`config.mk`:
```
export PLATFORM = sky130hd
export DESIGN_NAME = dytr2_ctrl
export DESIGN_NICKNAME = d
export VERILOG_FILES = /design/src/rtl/dytr2_pkg.sv /design/src/rtl/dytr2_sat_cnt.sv /design/src/rtl/dytr2_ctrl.sv
export SDC_FILE = /design/constraint.sdc
export NUM_CORES = 1
export LEC_CHECK = 0
export ABC_AREA = 0
export BUFFER_PORTS_ARGS = -buffer_cell sky130_fd_sc_hd__buf_2
export CORE_ASPECT_RATIO = 0.8
export CORE_MARGIN = 1.5
export CORE_UTILIZATION = 48
export CTS_CLUSTER_DIAMETER = 60
export DETAILED_ROUTE_END_ITERATION = 16
export HOLD_SLACK_MARGIN = 0.03
export PLACE_DENSITY = 0.82
export SYNTH_ARGS = -nofsm -noshare
export SYNTH_HDL_FRONTEND = slang
export SYNTH_SLANG_ARGS = --single-unit
export TNS_END_PERCENT = 5
```
`constraint.sdc`:
```
create_clock -name clk -period 1.5 [get_ports clk]
set_input_delay 0.3 -clock clk [delete_from_list [all_inputs] [get_ports clk]]
set_output_delay 0.3 -clock clk [all_outputs]
set_load 0.05 [all_outputs]
```
`src/rtl/dytr2_pkg.sv`:
```
// Shared types and constants for the DyTR2 recovery controller.
package dytr2_pkg;

  typedef enum logic [1:0] {
    IDLE    = 2'd0,
    CHECK   = 2'd1,
    RECOVER = 2'd2,
    HALT    = 2'd3
  } state_t;

  localparam int DEF_N         = 8;
  localparam int DEF_REC_LEN   = 2;
  localparam int DEF_MAX_RETRY = 3;
  localparam int DEF_CNT_W     = 8;

  localparam logic MODE_SAVE = 1'b1;
  localparam logic MODE_CMP  = 1'b0;

endpackage

```
`src/rtl/dytr2_sat_cnt.sv`:
```
// Saturating up-counter with synchronous clear; holds at all-ones.
module dytr2_sat_cnt #(
  parameter int W = 8
) (
  input  logic         clk,
  input  logic         rst,
  input  logic         clr,
  input  logic         inc,
  output logic [W-1:0] cnt
);

  always_ff @(posedge clk or posedge rst) begin
    if (rst)
      cnt <= '0;
    else if (clr)
      cnt <= '0;
    else if (inc && (cnt != '1))
      cnt <= cnt + W'(1);
  end

endmodule

```
`src/rtl/dytr2_ctrl.sv`:
```
// DyTR2 recovery controller: drives modeS, detects compare-phase mismatches,
// runs bounded rollback/replay and escalates to HALT after repeated failures.
module dytr2_ctrl
  import dytr2_pkg::*;
#(
  parameter int N         = DEF_N,
  parameter int REC_LEN   = DEF_REC_LEN,
  parameter int MAX_RETRY = DEF_MAX_RETRY,
  parameter int CNT_W     = DEF_CNT_W
) (
  input  logic             clk,
  input  logic             rst,
  input  logic             en,
  input  logic             clr,
  input  logic [N-1:0]     fail,
  output logic             modeS,
  output logic             hold,
  output logic             recovering,
  output logic             halt,
  output logic [CNT_W-1:0] err_cnt,
  output logic [N-1:0]     fail_map
);

  localparam logic [3:0] REC_INIT  = 4'(REC_LEN - 1);
  localparam logic [3:0] RETRY_LIM = 4'(MAX_RETRY);

  state_t     state, state_nx;
  logic       ph, ph_nx;
  logic [2:0] retry, retry_nx;
  logic [3:0] rec_cnt, rec_cnt_nx;
  logic       det;
  logic       retry_ok;

  assign det      = (state == CHECK) && ph && (|fail);
  assign retry_ok = ({1'b0, retry} + 4'd1) < RETRY_LIM;

  always_comb begin
    state_nx   = state;
    ph_nx      = ph;
    retry_nx   = retry;
    rec_cnt_nx = rec_cnt;
    if (clr) begin
      // clear wins over everything, including a coincident detection
      state_nx   = en ? CHECK : IDLE;
      ph_nx      = 1'b0;
      retry_nx   = '0;
      rec_cnt_nx = '0;
    end else begin
      case (state)
        IDLE: begin
          if (en) begin
            state_nx = CHECK;
            ph_nx    = 1'b0;
          end
        end
        CHECK: begin
          if (!ph) begin
            ph_nx = 1'b1;
          end else if (det) begin
            ph_nx = 1'b0;
            if (retry_ok) begin
              state_nx   = RECOVER;
              retry_nx   = retry + 3'd1;
              rec_cnt_nx = REC_INIT;
            end else begin
              state_nx = HALT;
            end
          end else begin
            ph_nx    = 1'b0;
            retry_nx = '0;
            if (!en)
              state_nx = IDLE;
          end
        end
        RECOVER: begin
          if (rec_cnt == 4'd0) begin
            state_nx = CHECK;
            ph_nx    = 1'b0;
          end else begin
            rec_cnt_nx = rec_cnt - 4'd1;
          end
        end
        HALT: begin
          state_nx = HALT;
        end
        default: state_nx = IDLE;
      endcase
    end
  end

  // Outputs are decoded from the next state so they line up with the state register.
  always_ff @(posedge clk or posedge rst) begin
    if (rst) begin
      state      <= IDLE;
      ph         <= 1'b0;
      retry      <= '0;
      rec_cnt    <= '0;
      modeS      <= MODE_SAVE;
      hold       <= 1'b0;
      recovering <= 1'b0;
      halt       <= 1'b0;
      fail_map   <= '0;
    end else begin
      state      <= state_nx;
      ph         <= ph_nx;
      retry      <= retry_nx;
      rec_cnt    <= rec_cnt_nx;
      case (state_nx)
        IDLE:    modeS <= MODE_SAVE;
        CHECK:   modeS <= ph_nx ? MODE_CMP : MODE_SAVE;
        default: modeS <= MODE_CMP;
      endcase
      hold       <= (state_nx == RECOVER) || (state_nx == HALT);
      recovering <= (state_nx == RECOVER);
      halt       <= (state_nx == HALT);
      if (clr)
        fail_map <= '0;
      else if (det)
        fail_map <= fail_map | fail;
    end
  end

  dytr2_sat_cnt #(.W(CNT_W)) u_err_cnt (
    .clk (clk),
    .rst (rst),
    .clr (clr),
    .inc (det && !clr),
    .cnt (err_cnt)
  );

endmodule

```
Word level (Yosys, flattened, before mapping). Cells that the tools add are included.

Bits in registers: 30. Logic and storage cells: 76.

Add/subtract/negate cells: 4. Eq/ne operators: 12. Reduce and logical (&&, ||, !) cells: 17. Mux-type cells: 31. Order comparisons: 1. Bitwise logic cells: 1.

Operators with widths (number): two-way mux 8 bit (4); two-way mux 4 bit (5); two-way mux 3 bit (5); two-way mux 2 bit (6); inequality test 3 bit (second input constant) (4); adder 8 x 1 -> 8 bit (second input constant) (1); == test 2 bit (second input constant) (4); inequality test 8 bit (second input constant) (1); OR 8 bit (1); case mux 2 bit (4 select lines) (1); case mux 4 bit (2 select lines) (1); nonzero test 2 bit (4); OR reduction 8 bit (1); two-way mux 1 bit (7); AND reduction 5 bit (1); adder 3 x 1 -> 4 bit (second input constant) (1); == test 2 x 1 -> 1 bit (second input constant) (2); logical AND 1 bit (4); zero test 2 bit (2); zero test 4 bit (1); less-than comparator 4 x 2 -> 1 bit (second input constant) (1); subtractor 4 x 1 -> 4 bit (second input constant) (1); adder 3 x 1 -> 3 bit (second input constant) (1); inequality test 3 x 2 -> 1 bit (second input constant) (1); other kinds (6) (6).

Logic depth before layout (Yosys ltp).
Depth in word-level cells: 9. Mapped depth: 6. Gate-level depth less buffers: 6.

Modules after synthesis. From an unflattened synthesis, not the netlist that was laid out.

Cells, all modules: 151. Area total of the unflattened synthesis: 1534.0 um^2.

Modules (own cells, without submodules): dytr2_ctrl (times used 1, cells each 102, area an instance 1029.7 um^2, sequential area each 551.8 um^2); dytr2_sat_cnt (times used 1, cells each 49, area an instance 504.2 um^2, sequential area each 200.2 um^2).

Worst setup path after synthesis. No wires, ideal clock.

Path kind: register -> register. From: reg u_err_cnt.cnt[1]. To: reg u_err_cnt.cnt[7]. Data arrival time: 1783 ps. Clock period less this slack: 1908 ps. Stages on the path, launching flop included: 6. Slack: -408 ps. Buffers on the path: 0. Setup time: 125 ps. Cells stage by stage: dfrtp_1 -> ha_1 -> nand2_1 -> nor3_4 -> nor4_4 -> mux2_4.

Longest elaborated chain between the ends: 3. Elaborated cells on any way between the ends: 6. Classes of those cells: 1 x add/sub; 1 x eq/ne; 2 x mux; 2 x reduce/logical.

RTL lines: from (decl) (line dytr2_sat_cnt.sv:9) `output logic [W-1:0] cnt`; from (signal assigned) (line dytr2_sat_cnt.sv:18) `cnt <= cnt + W'(1);`; adder 8 x 1 -> 8 bit or inequality test 8 bit (tied branches) (line dytr2_sat_cnt.sv:18, dytr2_sat_cnt.sv:17); two-way mux 8 bit or logical AND 1 bit (tied branches) (line dytr2_sat_cnt.sv:17) `else if (inc && (cnt != '1))`; two-way mux 8 bit or nonzero test 2 bit (tied branches).

Parallel ways exist; a longest one is shown, timed or not. The select of a mux whose other input is x is not followed. A chain may end at the register's enable or synchronous reset.

Worst setup path after layout.
From: reg rec_cnt[1]. To: reg rec_cnt[2].

Longest elaborated chain between the ends: 4. Elaborated cells on any way between the ends: 7. Classes of those cells: 1 x add/sub; 1 x eq/ne; 3 x mux; 2 x reduce/logical.

RTL lines: from (decl) (line dytr2_ctrl.sv:30) `logic [3:0] rec_cnt, rec_cnt_nx;`; from (signal assigned) (line dytr2_ctrl.sv:107) `rec_cnt <= rec_cnt_nx;`; subtractor 4 x 1 -> 4 bit (line dytr2_ctrl.sv:80) `rec_cnt_nx = rec_cnt - 4'd1;`; two-way mux 4 bit (line dytr2_ctrl.sv:76) `if (rec_cnt == 4'd0) begin`; case mux 4 bit (2 select lines) (line dytr2_ctrl.sv:49) `case (state)`; two-way mux 4 bit (line dytr2_ctrl.sv:42) `if (clr) begin`.

Parallel ways exist; a longest one is shown, timed or not. The select of a mux whose other input is x is not followed.

==> impl_metrics.tcl <==
set metrics [dict create \
    status "finished, violations left" \
    violations "negative setup slack" \
    critPathLaunchType "flop" \
    cp.required_ns 1.65 \
    finalCriticalPeriod_ns 1.60 \
    grt_pass1_wl_um 6330 \
    worst_slack_ns -0.0993 \
    dp_hpwl_um 2590 \
    grt_pass1_vias 1390 \
    die_y_um 53.0 \
    clock_path_buffers 2 \
    port_buffers 31 \
    start_util_pct 52.3 \
    place_area_sq_um 1920 \
    dieWidth_um 65.5 \
    wl_met2_um 2020 \
    core_sq_um 2870 \
    drt_wl_total_um 3890 \
    cts_tree "done" \
    fp-row-count 17 \
    synth-main-ff-cell "dfrtp_1" \
    grt_max_degree 31 \
    clk_latency_ns 0.28 \
    drv_slew 0 \
    reg2reg_depth 7 \
    wire_per_inst_um 15.1 \
    skew_ns 0.00844 \
    numClockSinks 30 \
    relSlewSlack_pct 72.4 \
    place_ws_ns -0.225 \
    ioPinCount 32 \
    ys_async_sr_fraction_pct 100 \
    cp_max_fo 3 \
    clk_pin_slew_ns 0.07 \
    worst_slew_pin_slew_ns 0.409 \
    drt-initial-drc-count 73 \
    via_count 1433 \
    overflow 0 \
    antenna_left 0 \
    final_util_pct 76.4 \
    avgViaCountPerCell 5.58 \
    netlist_top_cells_area "dfrtp_1 (48%), a21oi_1 (4.7%), ha_1 (4.2%)" \
    drive_gt1_share_pct 51.6 \
    rsz0062_at_grt "yes" \
    drc 0 \
    criticalPathCategory "reg2reg" \
    synth.largest_area_cell "dfrtp_1" \
    cp.arrival_ns 1.75 \
    cts-root-buf "clkbuf_8" \
    wl_met3_um 172 \
    cts_made_buffers 5 \
    maxCapViolCount 0 \
    synth-seq-cells 30 \
    cts_max_level 2 \
    met1_length_um 1660 \
    yosysUniqueCellTypes 42 \
    areaGrowthSynthToFinish_pct 46.1 \
    syn_area_sq_um 1500 \
    power_density_nw_per_um2 942 \
    top_layer "met4" \
    fmax_mhz 625 \
    first_pass_iters 4 \
    synth_edf_count 0 \
    ir_drop_v 0.000777 \
    grt_usage_pct 25.1 \
    synth_top_area_share_pct 48.3 \
    whs_ns 0.0748 \
    synth.avg_cell_area_sq_um 10.1 \
    endpoint_kind "flop" \
    synthCells 148 \
    hold_viol_final 0 \
    design_area_sq_um 2190 \
    die_area_sq_um 3470 \
    yosysSeqAreaShare_pct 50.1 \
    yosysWarnings 0 \
    gp_congestion 0.839 \
    p_leak_uw 0.00104 \
    min_path_type "in2async" \
    antenna_found_initial 0 \
    timing.final.crit_share_pct 107 \
    setup_violations 14 \
    ctsHoldBuffers 0 \
    nNetsFinal 235 \
    synth_fp_nets 165 \
    num_antenna_cells 0 \
]
==> what timing repair did <==
item / CTS / global route
buffers inserted: 6 / 3
pin swaps: 8 / 5
setup endpoints to repair: 18 / 19
gates resized for setup: 20 / 6
==> flip-flops by register name (all words and copies together) (netlist names), 2 cells and up <==
register	count
fail_map	8
rec_cnt	4
retry	3
state	2
u_err_cnt.cnt	8
==> power breakdown <==
part	internal, uW	switching, uW
registers	860	29.0
clock network	368	305
logic	191	313
total	1420	647
==> worst paths after layout <==
kind,start,end,slack [ns]
worst max-delay path,rec_cnt[1],rec_cnt[2],-0.1
worst min-delay path,rst,u_err_cnt.cnt[1],0.07
worst max register to register,rec_cnt[1],rec_cnt[2],-0.1
worst min register to register,fail_map[6],fail_map[6],0.49
max in group asynchronous,rst,modeS,1.09
min in group clk,fail[6],fail_map[6],0.26
==> logic make-up after synthesis <==
| group | share of synthesized area (%) |
|---|---|
| muxes | 3.08 |
| AOI/OAI and AO/OA | 15.1 |
| DFF | 50.1 |
| xor gates and xnor gates | 1.17 |
| adders and majority gates | 4.17 |
| buffers and inverters | 3.08 |
| and+or+nand+nor | 23.3 |
==> layer usage <==
layer	up-vias	track usage, %
li1	682	-
met1	710	29.3
met2	37	45.6
met3	4	8.09
met4	0	5.21
met5	-	0
==> Yosys cell counts (2+ instances only) <==
cell type / number
nor3_1: 8
o21ai_0: 2
nor2_1: 16
ha_1: 5
nor2b_1: 2
a31oi_1: 2
nand3_1: 9
o32ai_1: 3
dfrtp_1: 29
nor4_1: 2
a21boi_0: 3
mux2i_1: 2
inv_1: 5
clkbuf_1: 3
xor2_1: 2
a41oi_1: 2
a21oi_1: 14
or3_1: 2
o31ai_1: 3
a21o_1: 2
nand2_1: 11
==> critical path, stage by stage, from the launching register on <==
cell and delay (ns):
dfrtp_1 0.39, inv_2 0.09, ha_4 0.13, or3b_4 0.41
buf_6 0.15, nand3_2 0.07, xor2_1 0.17, nor3_1 0.06
==> cells in the final DEF, fill, tap and decap left out, types with 3 or more instances in the layout <==
cell / n
buf_2: 31
nand3_1: 6
dfrtp_2: 7
nand3_2: 3
dfrtp_1: 22
nor2_1: 16
buf_4: 36
nand2_1: 9
o32ai_1: 3
clkbuf_8: 6
nor3_1: 8
inv_1: 3
ha_1: 3
a21oi_1: 11
==> area by class of cell <==
class | count | area (sq um)
clock buffer | 6 | 82.6
clock inverter | 2 | 12.5
fill | 198 | 678
inverter | 5 | 18.8
multi-input combinational | 108 | 835
sequential | 30 | 761
tap | 38 | 47.5
timing repair buffer | 68 | 437
==> stage by stage <==
stage / cells / power (uW) / TNS, ns
after floorplan: 148 / 1180 / -0.380
after global placement: 240 / 1310 / -1.51
after detailed placement: 240 / 1330 / -2.73
after CTS: 254 / 2050 / -0.616
after global routing: 257 / 2160 / -1.64
final: 257 / 2070 / -0.751
Note: power is estimated with default switching activity, not from simulation.
